[src/rtl/serv_rf_pkg.sv]
// Shared types and geometry helpers for the SERV register-file RAM path.
package serv_rf_pkg;

  typedef enum logic {
    INIT = 1'b0,
    RUN  = 1'b1
  } state_e;

  // Number of RAM words holding 32 GPRs plus the CSR registers.
  function automatic int calc_depth(input int width, input int csr_regs);
    return 32 * (32 + csr_regs) / width;
  endfunction

  // Word address width for a given depth.
  function automatic int calc_aw(input int depth);
    return $clog2(depth);
  endfunction

endpackage

[src/rtl/serv_rf_sram_resp.sv]
// RAM-side responder: zero-fills the register file after reset, then
// serves word writes and 1-cycle-latency reads from a single-port macro.
module serv_rf_sram_resp
  import serv_rf_pkg::*;
#(
  parameter int width    = 8,
  parameter int csr_regs = 4,
  parameter int depth    = calc_depth(width, csr_regs),
  parameter int aw       = calc_aw(depth),
  parameter int sram_aw  = 8
) (
  input  logic               i_clk,
  input  logic               i_rst_n,
  input  logic [aw-1:0]      i_waddr,
  input  logic [width-1:0]   i_wdata,
  input  logic               i_wen,
  input  logic [aw-1:0]      i_raddr,
  output logic [width-1:0]   o_rdata,
  output logic               o_init_done,
  output logic               o_wr_dropped,
  output logic               o_sram_cen,
  output logic               o_sram_gwen,
  output logic [width-1:0]   o_sram_wen,
  output logic [sram_aw-1:0] o_sram_a,
  output logic [width-1:0]   o_sram_d,
  input  logic [width-1:0]   i_sram_q
);

  // One extra bit so depth == 2**aw still compares correctly.
  localparam logic [aw:0]   DEPTH_W = (aw + 1)'(depth);
  localparam logic [aw-1:0] LAST    = aw'(depth - 1);

  state_e           state;
  logic [aw-1:0]    cnt;
  logic             rd_pend;
  logic             oor_q;
  logic [width-1:0] hold;
  logic             waddr_ok;
  logic             raddr_ok;

  assign waddr_ok = {1'b0, i_waddr} < DEPTH_W;
  assign raddr_ok = {1'b0, i_raddr} < DEPTH_W;

  // Read data comes straight from the macro on the cycle after a read,
  // otherwise the last presented value is replayed so writes don't disturb it.
  assign o_rdata = rd_pend ? (oor_q ? '0 : i_sram_q) : hold;

  // Macro control: fill during INIT, then write wins over read in RUN.
  // Reset forces the macro idle so nothing is corrupted while held.
  always_comb begin
    o_sram_cen  = 1'b1;
    o_sram_gwen = 1'b1;
    o_sram_wen  = '1;
    o_sram_a    = '0;
    o_sram_d    = '0;
    if (!i_rst_n) begin
      o_sram_cen = 1'b1;
    end else if (state == INIT) begin
      o_sram_cen  = 1'b0;
      o_sram_gwen = 1'b0;
      o_sram_wen  = '0;
      o_sram_a    = sram_aw'(cnt);
    end else if (i_wen) begin
      if (waddr_ok) begin
        o_sram_cen  = 1'b0;
        o_sram_gwen = 1'b0;
        o_sram_wen  = '0;
        o_sram_a    = sram_aw'(i_waddr);
        o_sram_d    = i_wdata;
      end
    end else begin
      o_sram_cen = !raddr_ok;
      o_sram_a   = sram_aw'(i_raddr);
    end
  end

  // Fill sequencer, read-pending tracking and sticky drop flag.
  always_ff @(posedge i_clk or negedge i_rst_n) begin
    if (!i_rst_n) begin
      state        <= INIT;
      cnt          <= '0;
      rd_pend      <= 1'b0;
      oor_q        <= 1'b0;
      hold         <= '0;
      o_init_done  <= 1'b0;
      o_wr_dropped <= 1'b0;
    end else begin
      hold <= o_rdata;
      case (state)
        INIT: begin
          cnt     <= cnt + 1'b1;
          rd_pend <= 1'b0;
          if (i_wen) o_wr_dropped <= 1'b1;
          if (cnt == LAST) begin
            state       <= RUN;
            o_init_done <= 1'b1;
          end
        end
        RUN: begin
          if (i_wen) begin
            rd_pend <= 1'b0;
            if (!waddr_ok) o_wr_dropped <= 1'b1;
          end else begin
            rd_pend <= 1'b1;
            oor_q   <= !raddr_ok;
          end
        end
        default: state <= INIT;
      endcase
    end
  end

endmodule

[config.mk]
export PLATFORM = sky130hd
export DESIGN_NAME = serv_rf_sram_resp
export DESIGN_NICKNAME = d
export VERILOG_FILES = /design/src/rtl/serv_rf_pkg.sv /design/src/rtl/serv_rf_sram_resp.sv
export SDC_FILE = /design/constraint.sdc
export NUM_CORES = 1
export LEC_CHECK = 0
export BUFFER_PORTS_ARGS = -buffer_cell sky130_fd_sc_hd__buf_2
export CAP_MARGIN = 40
export CORE_MARGIN = 2
export CORE_UTILIZATION = 34
export DETAILED_ROUTE_END_ITERATION = 10
export GPL_TIMING_DRIVEN = 0
export PLACE_DENSITY = 0.7
export SETUP_SLACK_MARGIN = 0.1
export SKIP_CTS_REPAIR_TIMING = 1
export SLEW_MARGIN = 10
export SYNTH_ARGS = -nofsm -noshare
export SYNTH_HDL_FRONTEND = slang
export SYNTH_SLANG_ARGS = --single-unit
[constraint.sdc]
create_clock -name i_clk -period 3.56 [get_ports i_clk]
set_input_delay 0.712 -clock i_clk [delete_from_list [all_inputs] [get_ports i_clk]]
set_output_delay 0.712 -clock i_clk [all_outputs]
set_load 0.05 [all_outputs]
**Word level (Yosys, flattened, before mapping)**

Index checks and enable logic that the tools add are counted.

- Bits of input ports: 35
- Output and inout bits: 36
- Register bits: 21
- Logic and storage cells: 49

- Reductions and logical operators: 4
- $add $sub $neg: 1
- Bitwise logic cells: 2
- Order comparisons: 2
- Eq/ne operators: 4
- Muxes and demuxes: 29

Operators by type and width:

| operator | count |
|---|---|
| $mux 8 | 14 |
| $lt 8x8->1 const B | 2 |
| $mux 1 | 13 |
| $add 8x1->8 const B | 1 |
| $eq 8x8->1 const B | 1 |
| $ne 2x2->1 const B | 3 |
| $pmux 1 s2 | 2 |
| $reduce_and 2->1 | 2 |
| $reduce_and 3->1 | 1 |
| $not 1->1 | 2 |
| $logic_not 1->1 | 1 |

**Longest topological paths before layout**

- Depth after elaboration: 5
- Mapped depth: 5
- Depth with buffers taken out: 4

**Worst setup path before layout**

No wires, ideal clock.

- Path kind: input to output
- Start: input port i_wen
- End: output port o_sram_wen[0]
- Buffers on the path: 3
- Setup slack: -0.270 ns
- Cell stages on the path: 5
- Required time: 2.848 ns
- Arrival time: 3.118 ns
- Path through: buf_2 -> and2_2 -> buf_4 -> o21ai_0 -> buf_4

- Cells in the longest elaborated chain, start to end: 3

RTL lines:

| item | RTL line | text |
|---|---|---|
| from (decl) | serv_rf_sram_resp.sv:16 | `input logic i_wen,` |
| $mux 8 | serv_rf_sram_resp.sv:63 | `end else if (i_wen) begin` |
| $mux 8 | serv_rf_sram_resp.sv:58 | `end else if (state == INIT) begin` |
| $mux 8 | serv_rf_sram_resp.sv:56 | `if (!i_rst_n) begin` |
| to (decl) | serv_rf_sram_resp.sv:23 | `output logic [width-1:0] o_sram_wen,` |

No other way between the ends.

**Worst setup path in the final report**

- Start: input port i_waddr[6]
- End: output port o_sram_wen[7]

- Cells in the longest elaborated chain, start to end: 5

RTL lines:

| item | RTL line | text |
|---|---|---|
| from (decl) | serv_rf_sram_resp.sv:14 | `input logic [aw-1:0] i_waddr,` |
| $lt 8x8->1 | serv_rf_sram_resp.sv:41 | `assign waddr_ok = {1'b0, i_waddr} < DEPTH_W;` |
| $mux 8 | serv_rf_sram_resp.sv:64 | `if (waddr_ok) begin` |
| $mux 8 | serv_rf_sram_resp.sv:63 |  |
| $mux 8 | serv_rf_sram_resp.sv:58 |  |
| $mux 8 | serv_rf_sram_resp.sv:56 |  |

No other way between the ends.

==> run metrics <==
WS Path Type in2out; crit share post-route between 80% and 90%; core area approximately 3400 um^2; fin. max-slew vios 0; vias per std cell 4.64; ys flop type dfrtp_1; Root Driver clkbuf_4; clk buf depth 2; Hold Vio Cnt, Final 0; Synth warnings 0; asr flop ratio synth 100%; FMAX 345 MHz; GRT Util Overall 14.3%; drt drc 0; #FFs+latches synth 21; most frequent cells after synthesis dfrtp_1 (21), o21ai_0 (14), inv_1 (11); worst slack, placed 659 ps; Final ANT Viol Nets 0; Non-Filler Instances 251; FP Rows 21; Leak Pwr 0.862 nW; Mapped Cells roughly 130; Rel. slew slack 66.9%; RSZ-0062 raised after global routing false; final-report setup violation count 0; Worst Path Required ~2900 ps; die height 63.8 um; WL/cell 11.1 um; H-tree Lvls 1; number of flops mapped to enable cells by yosys 0; Die W 63.8 um; initial DRC count just over 50; DP HPWL 2280 um; CP Launch Type input pin; drt pass-1 iters 4; crit path time final ~2900 ps; initial antenna violation count 0; CP endpoint kind output port; Slowest-stage cell, CP o31ai_1; pwr/cell area 261 nW/um^2; Final Util 48.5%; WP buf/inv 4; CP arrival 2190 ps; via count ~1200; accumulated negative setup slack 0 ps; area grow syn2layout 35.4%; Yosys cell types 36; Final WS setup 659 ps; layout cells sized above 1 between 40% and 50%; Yosys top cell area share between 40% and 50%; initial core utilization between 30% and 40%; CTS sink cnt 21; synth top area cells dfrtp_1 (43%), o21ai_0 (5.8%), buf_4 (5.6%), and3_1 (4.1%), inv_1 (3.4%); Num CTS Buffers 3; status completed; diodes inserted 0; placed cell count roughly 250; Max stage delay on crit path approximately 380 ps; Hold WC Path Type in2async; cell taking the most area after synthesis dfrtp_1; Nets 242; syn_area_per_cell 9.20 um^2; sequential share of the synthesized area 43.3%; crit-path cells buf_2 > o31ai_1 > and2_2 > buf_4 > o21ai_1 > buf_4 > buf_2; cell family with most CP delay buffers and inverters; Clock Latency Late Sink ~300 ps; vias in the first global route between 1000 and 1500; Max FO, Critical Path 10; DIE AREA 4070 um^2; Final GP Congestion between 0.7 and 0.8; Worst-Margin Slew 493 ps; Overflow after GRT 0; clk_skew 4.03 ps; drt total wl about 2800 um; first-pass GRT wire length about 4700 um; # IOs 71; CTS tree built; maximum vdd drop 0.000169 V; MaxCap Viol Count 0; syn_nets 168; PortBufs 69; Synth Cell Area 1210 um^2; count leader, synth dfrtp_1; clock slew at reported path FFs 110 ps; largest net degree at the start of global routing 24
power by group:
part / total, mW / internal [mW] / switching, mW / leakage (nW)
clock network: 0.110 / 0.0418 / 0.0683 / 0.0177
logic: 0.0805 / 0.0289 / 0.0516 / 0.612
registers: 0.238 / 0.238 / 0.0000000000000000108 / 0.232
kinds of logic (layout without fill, tap and decap cells):
kind of cell / after synthesis / in the layout / share of synthesized area [%]
xor gates and xnor gates: 7 / 7 / 5.05
DFF: 21 / 21 / 43.3
muxes: 2 / 2 / 1.85
and+or+nand+nor: 41 / 41 / 18.1
buffers and inverters: 27 / 100 / 11.4
AOI/OAI and AO/OA: 33 / 33 / 19.3
adders and majority gates: 1 / 1 / 1.03
layer usage:
layer / GRT usage [%] / part of all wire, %
met4: 5.43 / 1.4
met5: 0 / 0
met2: 23.7 / 50
met3: 1.41 / 4.4
met1: 19.4 / 45
layout by cell type (no fill, tap or decap), types with 2 or more instances in the layout:
cell type / count
nor3_1: 2
xnor2_1: 4
o21ai_0: 13
buf_4: 9
clkbuf_4: 3
o31ai_1: 2
a21oi_1: 2
mux2_2: 2
a221oi_1: 3
nand4_1: 2
clkbuf_1: 3
nor2b_1: 5
xor2_1: 3
inv_1: 11
dfrtp_1: 21
nand2_1: 10
o21ai_1: 2
buf_2: 72
a31oi_1: 2
nor2_1: 6
a22o_1: 2
and3_1: 8
a32o_1: 3
final timing paths:
path                                           from                        to  slack [ps]  depth (start not counted)
max in group asynchronous                   i_rst_n  o_wr_dropped$_DFFE_PN0P_        2880                          1
hold reg to reg            o_wr_dropped$_DFFE_PN0P_  o_wr_dropped$_DFFE_PN0P_         460                          1
setup / recovery                         i_waddr[6]             o_sram_wen[7]         660                          7
hold / removal                              i_rst_n         hold[5]$_DFF_PN0_         350                          1
setup reg to reg                    state$_DFF_PN0_         oor_q$_DFFE_PN0P_        2160                          3
min in group i_clk         o_wr_dropped$_DFFE_PN0P_  o_wr_dropped$_DFFE_PN0P_         460                          1
per-stage QoR:
stage | hold slack [ps] | area, um^2 | power, mW
final | 350 | 1650 | 0.429
after global routing | 376 | 1650 | 0.452
after CTS | 358 | 1650 | 0.437
after detailed placement | 440 | 1620 | 0.324
after global placement | 435 | 1620 | 0.324
after floorplan | 416 | 1210 | 0.291
area by class of cell:
class / count / area [um^2]
inverters: 12 / 45.0
fillers: 323 / 1740
plain buffers: 15 / 93.8
multi-input cells: 84 / 551
flip-flops and latches: 21 / 526
well taps: 46 / 57.6
clock inverters: 1 / 5.00
repair buffers: 69 / 345
clock buffers: 3 / 22.5
sequential cells by signal, summed over array words and instances (netlist names):
name          flops
cnt               8
hold              8
o_init_done       1
o_wr_dropped      1
oor_q             1
rd_pend           1
state             1
Note: power is estimated with default switching activity, not from simulation.
